`src/rtl/aes_round_key_store_if.sv`:
```
// Key-capture and key-replay bus of the AES-128 round key store.
// The master drives the capture/read requests; the slave (the store)
// returns the replayed round key and status.
interface aes_round_key_store_if #(
    parameter int WORD_W = 32
);
    // capture side
    logic              load_in;
    logic              kv_in;
    logic [3:0]        kround_in;
    logic [WORD_W-1:0] key0_in;
    logic [WORD_W-1:0] key1_in;
    logic [WORD_W-1:0] key2_in;
    logic [WORD_W-1:0] key3_in;
    // read side
    logic              rd_dir_in;
    logic              rd_restart_in;
    logic              rd_en_in;
    logic [WORD_W-1:0] key0_out;
    logic [WORD_W-1:0] key1_out;
    logic [WORD_W-1:0] key2_out;
    logic [WORD_W-1:0] key3_out;
    logic [3:0]        round_out;
    logic              key_valid_out;
    logic              last_out;
    // status
    logic              ready_out;
    logic              err_out;
    logic [1:0]        state_out;

    modport master (
        output load_in, kv_in, kround_in, key0_in, key1_in, key2_in, key3_in,
        output rd_dir_in, rd_restart_in, rd_en_in,
        input  key0_out, key1_out, key2_out, key3_out, round_out,
        input  key_valid_out, last_out, ready_out, err_out, state_out
    );

    modport slave (
        input  load_in, kv_in, kround_in, key0_in, key1_in, key2_in, key3_in,
        input  rd_dir_in, rd_restart_in, rd_en_in,
        output key0_out, key1_out, key2_out, key3_out, round_out,
        output key_valid_out, last_out, ready_out, err_out, state_out
    );
endinterface

```
`src/rtl/aes_round_key_store.sv`:
```
// AES-128 round key store: captures NUM_ROUNDS+1 round keys from the key
// expansion stage in any order, then replays them forward (encrypt) or
// reverse (decrypt) with one-cycle read latency, as often as needed.
module aes_round_key_store #(
    parameter int NUM_ROUNDS = 10,
    parameter int WORD_W     = 32
) (
    input  logic                 CLK,
    input  logic                 RST,
    aes_round_key_store_if.slave bus
);
    localparam int         DEPTH    = NUM_ROUNDS + 1;
    localparam int         KEY_W    = 4 * WORD_W;
    localparam logic [3:0] LAST_IDX = 4'(NUM_ROUNDS);

    typedef enum logic [1:0] {
        S_IDLE   = 2'b00,
        S_FILL   = 2'b01,
        S_READY  = 2'b10,
        S_STREAM = 2'b11
    } state_t;

    state_t           r_state;
    state_t           w_state_nxt;
    logic [DEPTH-1:0] r_mask;
    logic [3:0]       r_ptr;
    logic             r_dir;
    logic [KEY_W-1:0] r_mem [0:DEPTH-1];
    logic [KEY_W-1:0] r_key_out;
    logic [3:0]       r_round;
    logic             r_kv;
    logic             r_last;
    logic             r_ready;
    logic             r_err;

    logic [KEY_W-1:0] w_key_in;
    logic             w_idx_ok;
    logic             w_mask_full;
    logic             w_rd_ok;
    logic             w_wr_en;
    logic [DEPTH-1:0] w_wr_bit;
    logic             w_restart;
    logic             w_rd_acc;
    logic             w_dir_eff;
    logic [3:0]       w_ptr_eff;
    logic             w_rd_last;
    logic             w_err_set;
    logic [3:0]       w_ptr_nxt;
    logic             w_dir_nxt;

    assign w_key_in    = {bus.key0_in, bus.key1_in, bus.key2_in, bus.key3_in};
    assign w_idx_ok    = (bus.kround_in <= LAST_IDX);
    assign w_mask_full = &r_mask;
    assign w_rd_ok     = (r_state == S_READY) || (r_state == S_STREAM);

    // load_in opens a fresh capture window in the same cycle, so a round key
    // arriving alongside it is stored after the clear.
    assign w_wr_en  = bus.kv_in && w_idx_ok && (bus.load_in || r_state == S_FILL);
    assign w_wr_bit = w_wr_en ? (DEPTH'(1) << bus.kround_in) : '0;

    // load_in overrides any read or restart in the same cycle.
    assign w_restart = !bus.load_in && bus.rd_restart_in && w_rd_ok;
    assign w_rd_acc  = !bus.load_in && bus.rd_en_in && w_rd_ok;

    // A restart takes effect before a coincident read, so the read returns
    // the start of the newly selected sequence.
    assign w_dir_eff = w_restart ? bus.rd_dir_in : r_dir;
    assign w_ptr_eff = w_restart ? (bus.rd_dir_in ? LAST_IDX : 4'd0) : r_ptr;
    assign w_rd_last = w_dir_eff ? (w_ptr_eff == 4'd0) : (w_ptr_eff == LAST_IDX);

    // Any key not stored (bad index or wrong state) and any read outside
    // READY/STREAM is a protocol error.
    assign w_err_set = (bus.kv_in && !w_wr_en) ||
                       (!bus.load_in && bus.rd_en_in && !w_rd_ok);

    // Next-state logic for the capture/replay sequencer.
    always_comb begin
        w_state_nxt = r_state;
        if (bus.load_in) begin
            w_state_nxt = S_FILL;
        end else begin
            case (r_state)
                S_FILL: begin
                    if (w_mask_full) w_state_nxt = S_READY;
                end
                S_READY, S_STREAM: begin
                    if (w_restart) w_state_nxt = S_READY;
                    if (w_rd_acc)  w_state_nxt = w_rd_last ? S_READY : S_STREAM;
                end
                default: w_state_nxt = r_state;
            endcase
        end
    end

    // State register; ready_out is registered alongside the state it mirrors.
    always_ff @(posedge CLK or negedge RST) begin
        if (!RST) begin
            r_state <= S_IDLE;
            r_ready <= 1'b0;
        end else begin
            r_state <= w_state_nxt;
            r_ready <= (w_state_nxt == S_READY) || (w_state_nxt == S_STREAM);
        end
    end

    // Read pointer stepping; the final key wraps back to the sequence start.
    always_comb begin
        w_ptr_nxt = w_ptr_eff;
        w_dir_nxt = w_dir_eff;
        if (bus.load_in) begin
            w_ptr_nxt = 4'd0;
            w_dir_nxt = 1'b0;
        end else if (w_rd_acc) begin
            if (w_rd_last)      w_ptr_nxt = w_dir_eff ? LAST_IDX : 4'd0;
            else if (w_dir_eff) w_ptr_nxt = w_ptr_eff - 4'd1;
            else                w_ptr_nxt = w_ptr_eff + 4'd1;
        end
    end

    // Read pointer, direction, valid mask and sticky error flag.
    always_ff @(posedge CLK or negedge RST) begin
        if (!RST) begin
            r_ptr  <= 4'd0;
            r_dir  <= 1'b0;
            r_mask <= '0;
            r_err  <= 1'b0;
        end else begin
            r_ptr  <= w_ptr_nxt;
            r_dir  <= w_dir_nxt;
            r_mask <= (bus.load_in ? '0 : r_mask) | w_wr_bit;
            r_err  <= (bus.load_in ? 1'b0 : r_err) | w_err_set;
        end
    end

    // Key storage; contents are meaningless until their mask bit is set.
    always_ff @(posedge CLK) begin
        if (w_wr_en) r_mem[bus.kround_in] <= w_key_in;
    end

    // Registered read port: key and round hold between accepted reads.
    always_ff @(posedge CLK or negedge RST) begin
        if (!RST) begin
            r_key_out <= '0;
            r_round   <= 4'd0;
            r_kv      <= 1'b0;
            r_last    <= 1'b0;
        end else begin
            r_kv   <= w_rd_acc;
            r_last <= w_rd_acc && w_rd_last;
            if (w_rd_acc) begin
                r_key_out <= r_mem[w_ptr_eff];
                r_round   <= w_ptr_eff;
            end
        end
    end

    assign bus.key0_out      = r_key_out[4*WORD_W-1 -: WORD_W];
    assign bus.key1_out      = r_key_out[3*WORD_W-1 -: WORD_W];
    assign bus.key2_out      = r_key_out[2*WORD_W-1 -: WORD_W];
    assign bus.key3_out      = r_key_out[WORD_W-1   -: WORD_W];
    assign bus.round_out     = r_round;
    assign bus.key_valid_out = r_kv;
    assign bus.last_out      = r_last;
    assign bus.ready_out     = r_ready;
    assign bus.err_out       = r_err;
    assign bus.state_out     = r_state;
endmodule

```
`src/flat_wrapper.sv`:
```
// flat-port wrapper written by rule: the top's interface ports become plain ports
module aes_round_key_store_flat 
#(
    parameter int NUM_ROUNDS = 10,
    parameter int WORD_W     = 32
)
  (CLK, RST, bus_load_in, bus_kv_in, bus_kround_in, bus_key0_in, bus_key1_in, bus_key2_in, bus_key3_in, bus_rd_dir_in, bus_rd_restart_in, bus_rd_en_in, bus_key0_out, bus_key1_out, bus_key2_out, bus_key3_out, bus_round_out, bus_key_valid_out, bus_last_out, bus_ready_out, bus_err_out, bus_state_out);
  aes_round_key_store_if #(.WORD_W(WORD_W)) bus_i ();
  input  logic CLK;
  input  logic RST;
  input wire logic [$bits(bus_i.load_in)-1:0] bus_load_in;
  input wire logic [$bits(bus_i.kv_in)-1:0] bus_kv_in;
  input wire logic [$bits(bus_i.kround_in)-1:0] bus_kround_in;
  input wire logic [$bits(bus_i.key0_in)-1:0] bus_key0_in;
  input wire logic [$bits(bus_i.key1_in)-1:0] bus_key1_in;
  input wire logic [$bits(bus_i.key2_in)-1:0] bus_key2_in;
  input wire logic [$bits(bus_i.key3_in)-1:0] bus_key3_in;
  input wire logic [$bits(bus_i.rd_dir_in)-1:0] bus_rd_dir_in;
  input wire logic [$bits(bus_i.rd_restart_in)-1:0] bus_rd_restart_in;
  input wire logic [$bits(bus_i.rd_en_in)-1:0] bus_rd_en_in;
  output wire logic [$bits(bus_i.key0_out)-1:0] bus_key0_out;
  output wire logic [$bits(bus_i.key1_out)-1:0] bus_key1_out;
  output wire logic [$bits(bus_i.key2_out)-1:0] bus_key2_out;
  output wire logic [$bits(bus_i.key3_out)-1:0] bus_key3_out;
  output wire logic [$bits(bus_i.round_out)-1:0] bus_round_out;
  output wire logic [$bits(bus_i.key_valid_out)-1:0] bus_key_valid_out;
  output wire logic [$bits(bus_i.last_out)-1:0] bus_last_out;
  output wire logic [$bits(bus_i.ready_out)-1:0] bus_ready_out;
  output wire logic [$bits(bus_i.err_out)-1:0] bus_err_out;
  output wire logic [$bits(bus_i.state_out)-1:0] bus_state_out;
  assign bus_i.load_in = bus_load_in;
  assign bus_i.kv_in = bus_kv_in;
  assign bus_i.kround_in = bus_kround_in;
  assign bus_i.key0_in = bus_key0_in;
  assign bus_i.key1_in = bus_key1_in;
  assign bus_i.key2_in = bus_key2_in;
  assign bus_i.key3_in = bus_key3_in;
  assign bus_i.rd_dir_in = bus_rd_dir_in;
  assign bus_i.rd_restart_in = bus_rd_restart_in;
  assign bus_i.rd_en_in = bus_rd_en_in;
  assign bus_key0_out = bus_i.key0_out;
  assign bus_key1_out = bus_i.key1_out;
  assign bus_key2_out = bus_i.key2_out;
  assign bus_key3_out = bus_i.key3_out;
  assign bus_round_out = bus_i.round_out;
  assign bus_key_valid_out = bus_i.key_valid_out;
  assign bus_last_out = bus_i.last_out;
  assign bus_ready_out = bus_i.ready_out;
  assign bus_err_out = bus_i.err_out;
  assign bus_state_out = bus_i.state_out;
  aes_round_key_store #(.NUM_ROUNDS(NUM_ROUNDS), .WORD_W(WORD_W)) u_core (.CLK(CLK), .RST(RST), .bus(bus_i));
endmodule
```
`config.mk`:
```
export PLATFORM = sky130hd
export DESIGN_NAME = aes_round_key_store_flat
export DESIGN_NICKNAME = d
export VERILOG_FILES = /design/src/rtl/aes_round_key_store_if.sv /design/src/rtl/aes_round_key_store.sv /design/src/flat_wrapper.sv
export SDC_FILE = /design/constraint.sdc
export NUM_CORES = 2
export LEC_CHECK = 0
export BUFFER_PORTS_ARGS = -buffer_cell sky130_fd_sc_hd__buf_2
export CORE_AREA = 5 5 380 382
export CTS_BUF_LIST = sky130_fd_sc_hd__clkbuf_2
export DETAILED_ROUTE_END_ITERATION = 12
export DIE_AREA = 0 0 385 387
export SLEW_MARGIN = 30
export SYNTH_ARGS = -nofsm -noshare
export SYNTH_HDL_FRONTEND = slang
export SYNTH_SLANG_ARGS = --single-unit
```
`constraint.sdc`:
```
create_clock -name CLK -period 15.62 [get_ports CLK]
set_clock_uncertainty 0.2 [all_clocks]
set_input_delay 3.905 -clock CLK [delete_from_list [all_inputs] [get_ports CLK]]
set_output_delay 3.905 -clock CLK [all_outputs]
set_load 0.05 [all_outputs]
```
Word level (Yosys, flattened, before mapping)
Memory sizes are Yosys's and may differ from the RTL's. A register that Yosys moved wholly into a read port is not among the register bits.
Cells that the tools add are included.
{ "totals": {"mem_count": 1, "ram_bits": 1408, "ff_bits": 26, "elab_cells": 63} }
{ "memory_table": {"columns": ["memory", "depth", "word_bits", "rd", "rd_ports_with_merged_regs", "write_ports", "line_no", "source"], "rows": [
  ["u_core.r_mem", 11, 128, 1, 1, 1, "aes_round_key_store.sv:28", "logic [KEY_W-1:0] r_mem [0:DEPTH-1];"]
]} }
{ "classes": {"n_mux": 21, "magnitude_cmp": 1, "bitwise_logic": 2, "n_shift": 1, "reduce_logical": 20, "addsub": 2, "n_eq_ne": 6} }
{ "ops": {"columns": ["op", "count"], "rows": [
  ["2-to-1 mux 4 bit", 7],
  ["2-to-1 mux 11 bit", 2],
  ["OR 11 bit", 1],
  ["AND reduction 11 bit", 1],
  ["<< shifter 1 x 4 -> 11 bit, first input constant", 1],
  ["logical AND 1 bit", 9],
  ["== test 2 bit, second input constant", 4],
  ["2-to-1 mux 2 bit", 4],
  ["2-to-1 mux 1 bit", 7],
  ["adder 4 x 1 -> 4 bit, second input constant", 1],
  ["== test 4 bit, second input constant", 1],
  ["less-or-equal comparator 4 bit, second input constant", 1],
  ["zero test 1 bit", 4],
  ["zero test 4 bit", 1],
  ["logical OR 1 bit", 4],
  ["case mux 2 bit (2 select lines)", 1],
  ["subtractor 4 x 1 -> 4 bit, second input constant", 1],
  ["== test 2 x 1 -> 1 bit, second input constant", 1],
  ["OR reduction 2 bit", 1],
  ["OR 1 bit", 1]
]} }

Logic depth before layout (Yosys ltp)
{ "logic_depth": {"ltp_word": 12, "depth_mapped": 12, "mapped_depth_nobuf": 9} }

Worst setup path after synthesis
No wires, ideal clock.
{ "synth_path": {"path_kind": "input to register", "startpoint": "input bus_kround_in[3]", "endpoint": "memory u_core.r_mem[2][0] (netlist name), enable pin", "cell_stages": 5, "setup_slack_ps": 1220, "arrival_time_ps": 13425, "n_path_buf": 1, "cell_sequence": "clkbuf_1 nand2_1 o211ai_1 or3b_2 nor3_1"} }
{ "synth_via": {"elab_chain_cells": 5} }
{ "synth_rtl": {"columns": ["item", "line_no", "source"], "rows": [
  ["start: declaration", "flat_wrapper.sv:13", "input wire logic [$bits(bus_i.kround_in)-1:0] bus_kround_in;"],
  ["less-or-equal comparator 4 bit", "aes_round_key_store.sv:52", "assign w_idx_ok = (bus.kround_in <= LAST_IDX);"],
  ["logical AND 1 bit (2 in a row)", "aes_round_key_store.sv:58", "assign w_wr_en = bus.kv_in && w_idx_ok && (bus.load_in || r_state == S_FILL);"],
  ["2-to-1 mux 1 bit", "aes_round_key_store.sv:137", "if (w_wr_en) r_mem[bus.kround_in] <= w_key_in;"],
  ["2-to-1 mux 1 bit (not written as such)", "aes_round_key_store.sv:137", null],
  ["end: declaration", "aes_round_key_store.sv:28", null]
]} }
Several ways; a longest one is shown, not always the timed one.

Worst setup path after layout
{ "layout_path": {"startpoint": "register u_core.r_state[1] (netlist: u_core.bus.state_out[1])", "endpoint": "output bus_state_out[1]"} }
{ "layout_rtl": {"columns": ["item", "line_no", "source"], "rows": [
  ["start: declaration", "aes_round_key_store.sv:23", "state_t r_state;"],
  ["start signal: assignment", "aes_round_key_store.sv:101", "r_state <= w_state_nxt;"],
  ["end: declaration", "flat_wrapper.sv:30", "output wire logic [$bits(bus_i.state_out)-1:0] bus_state_out;"]
]} }
No word-level cell between the ends.

==> load_flow_metrics.sql <==
INSERT INTO impl_metrics (metric_group, metric, value, unit) VALUES
('cells_and_area', 'layout.cells.most_common_list', 'sky130_fd_sc_hd__edfxtp_1, sky130_fd_sc_hd__clkbuf_2, sky130_fd_sc_hd__a21oi_1', ''),
('routing', 'route.detailed.vias_per_inst', '5.96', ''),
('yosys', 'synth_enable_flop_cells', '1408', ''),
('sta', 'setup_viol_count_final', '0', ''),
('setup_path', 'cp.arrival', '2650', 'ps'),
('placement', 'total_of_buffers_placed_on_input_and_output_ports', '276', ''),
('min_path', 'min_from', 'u_core.r_mem[10][120]$_DFFE_PP_', ''),
('setup_path', 'critical_path_cell_count', '1', ''),
('sta', 'achievable-frequency', '148', 'MHz'),
('yosys', 'post_synth_num_cell_types', '51', ''),
('placement', 'place_hpwl', '83.1', 'mm'),
('setup_path', 'cp-endpoint', 'bus_state_out[1]', ''),
('yosys', 'post_synth_main_area_contributors', 'sky130_fd_sc_hd__edfxtp_1, sky130_fd_sc_hd__dfrtp_1, sky130_fd_sc_hd__a21oi_1', ''),
('setup_path', 'timing.reg2reg.setup_slack', '10210', 'ps'),
('cells_and_area', 'finalCoreUtilization', '0.486', ''),
('setup_path', 'worst_path_dominant_cell_family', 'flip-flops', ''),
('clocking', 'cts.path.max_buffers', '4', ''),
('global_routing', 'grt_first_pass_wirelength', '263', 'mm'),
('placement', 'place_congestion', '0.739', ''),
('clocking', 'cts.sinks', '1562', ''),
('setup_path', 'timing.critical_path.from', 'u_core.bus.state_out[1]$_DFF_PN0_', ''),
('clocking', 'cts_tree', 'done', ''),
('routing', 'final_wirelength', '179', 'mm'),
('min_path', 'hold_class', 'flip-flop to flip-flop', ''),
('die', 'fp.dieArea', '149000', 'um^2'),
('die', 'num_io_pins', '277', ''),
('clocking', 'clock_tree.htree_level_count', '5', ''),
('sta', 'totalNegativeSetupSlack', '0', 'ps'),
('routing', 'drt_pass1_iterations', '5', ''),
('die', 'core_area', '141000', 'um^2'),
('clocking', 'cts.reportedPaths.clkPinSlew', '100', 'ps'),
('yosys', 'post-synth-top-area-fraction', '0.689', ''),
('setup_path', 'reg2regPathDepth', '7', ''),
('run', 'maxCapViolCount', '0', ''),
('global_routing', 'antenna_found_initial', '43', ''),
('cells_and_area', 'final_area', '68400', 'um^2'),
('routing', 'drcViolationCount', '0', ''),
('setup_path', 'critPathLaunchType', 'flip-flop', ''),
('yosys', 'synth-seq-cells', '1562', ''),
('setup_path', 'worst-path-buf-inv', '1', ''),
('setup_path', 'worst-path-max-fanout', '10', ''),
('cells_and_area', 'final_common_cell', 'sky130_fd_sc_hd__edfxtp_1', ''),
('sta', 'period_minus_slack', '6760', 'ps'),
('routing', 'ant_nets', '0', ''),
('cells_and_area', 'nets', '4506', ''),
('global_routing', 'grt_remaining_overflow', '0', ''),
('cells_and_area', 'drive_gt1_frac', '0.250', ''),
('clocking', 'cts-root-buf', 'sky130_fd_sc_hd__clkbuf_2', ''),
('sta', 'worst_pin_slew', '1130', 'ps'),
('routing', 'drt_first_iter_violations', '3997', ''),
('die', 'die_height', '387', 'um'),
('status', 'outcome', 'completed', ''),
('global_routing', 'vias_in_the_first_global_route', '39851', ''),
('die', 'std_cell_rows', '138', ''),
('power_and_ir_drop', 'power_density_over_cell_area', '114', 'nW/um^2'),
('yosys', 'synth-seq-area-share', '0.752', ''),
('sta', 'grt_setup_unrepaired', 'false', ''),
('routing', 'routedWlPerCell', '27.3', 'um'),
('placement', 'post-place-ws', '7730', 'ps'),
('yosys', 'yosys_most_used_dff', 'sky130_fd_sc_hd__edfxtp_1', ''),
('yosys', 'syn_area_per_cell', '15.6', 'um^2'),
('clocking', 'ctsResizeCount', '0', ''),
('yosys', 'synth.net_count', '4076', ''),
('power_and_ir_drop', 'irDropWorstVdd', '0.0671', 'mV'),
('sta', 'timing.final.ws_setup', '8860', 'ps'),
('sta', 'timing.final.crit_share', '0.433', ''),
('die', 'floorplan.die.width', '385', 'um'),
('cells_and_area', 'multi_input_gate_area_in_the_final_layout', '14000', 'um^2'),
('setup_path', 'rr_startpoint', 'u_core.r_ptr[0]$_DFF_PN0_', ''),
('placement', 'place_area', '64600', 'um^2'),
('yosys', 'synth_area', '61400', 'um^2');
## cells by family (layout without fill, tap and decap cells)
logic type,count (synthesis),after routing,share of synthesized area
compound gates,1318,1318,0.150
flops,1562,1562,0.752
fa+ha+maj,2,2,0.000408
buf+inv,341,1083,0.0233
xor+xnor,2,2,0.000286
other cells,0,15,0
mux,257,257,0.0446
simple gates,453,453,0.0292
## cell type report
class,count,share of cell area
Sequential cell,1562,0.675
Multi-Input combinational cell,2032,0.204
Clock buffer,639,0.0468
Tap cell,1890,0.0346
Timing Repair Buffer,356,0.0323
Clock inverter,81,0.00659
Antenna cell,15,0.000549
Inverter,7,0.000384
## worst min-delay path by stage
stage	to	slack (ps)	cells past startpoint
after floorplan	u_core.r_mask[7]$_DFF_PN0_	250	1
after global placement	u_core.r_mask[7]$_DFF_PN0_	260	1
after global routing	u_core.r_mask[4]$_DFF_PN0_	320	1
after detailed placement	u_core.r_mask[7]$_DFF_PN0_	270	1
after CTS	u_core.r_key_out[120]$_DFFE_PN0N_	290	2
final	u_core.r_key_out[120]$_DFFE_PN0N_	280	2
## synth_stat cells (all sizes together), types with 2 or more instances
| cell | instances |
|---|---|
| a211o | 127 |
| a211oi | 4 |
| a21o | 8 |
| a21oi | 392 |
| a221o | 127 |
| a2bb2oi | 128 |
| a31oi | 3 |
| a32oi | 127 |
| and2 | 3 |
| buf | 119 |
| clkbuf | 215 |
| dfrtp | 154 |
| edfxtp | 1408 |
| ha | 2 |
| inv | 7 |
| mux2 | 129 |
| mux2i | 128 |
| nand2 | 147 |
| nand2b | 6 |
| nand3 | 3 |
| nand4 | 2 |
| nor2 | 272 |
| nor2b | 5 |
| nor3 | 7 |
| o21ai | 261 |
| o221ai | 128 |
| o22ai | 4 |
| o2bb2ai | 2 |
| o32ai | 2 |
## sequential cells by signal (all words and copies together) (netlist names)
signal	flops
u_core.bus.key_valid_out	1
u_core.r_dir	1
u_core.bus.err_out	1
u_core.r_ptr	4
u_core.bus.ready_out	1
u_core.r_mask	11
u_core.r_key_out	128
u_core.bus.round_out	4
u_core.bus.state_out	2
u_core.bus.last_out	1
u_core.r_mem	1408
## where the power goes
group,internal [W],switching (W)
sequential,0.00462,0.0000493
combinational,0.0000730,0.000257
clock,0.00115,0.00163
## metal layers
metal  GRT usage  share of wire  vias to the layer above
li1            -              -                    16883
met1       0.344           0.44                    20221
met2       0.357           0.45                     1817
met3      0.0588          0.087                      291
met4      0.0596          0.016                       22
met5           0        0.00086                        -
## through the flow
| stage | hold slack, ps | instances | total power, W |
|---|---|---|---|
| after floorplan | 253 | 3935 | 0.00494 |
| after global placement | 262 | 5841 | 0.00510 |
| after detailed placement | 268 | 5844 | 0.00510 |
| after CTS | 288 | 6564 | 0.00787 |
| after global routing | 316 | 6570 | 0.00813 |
| final | 275 | 6582 | 0.00779 |
Power figures use the tool's default switching activity.
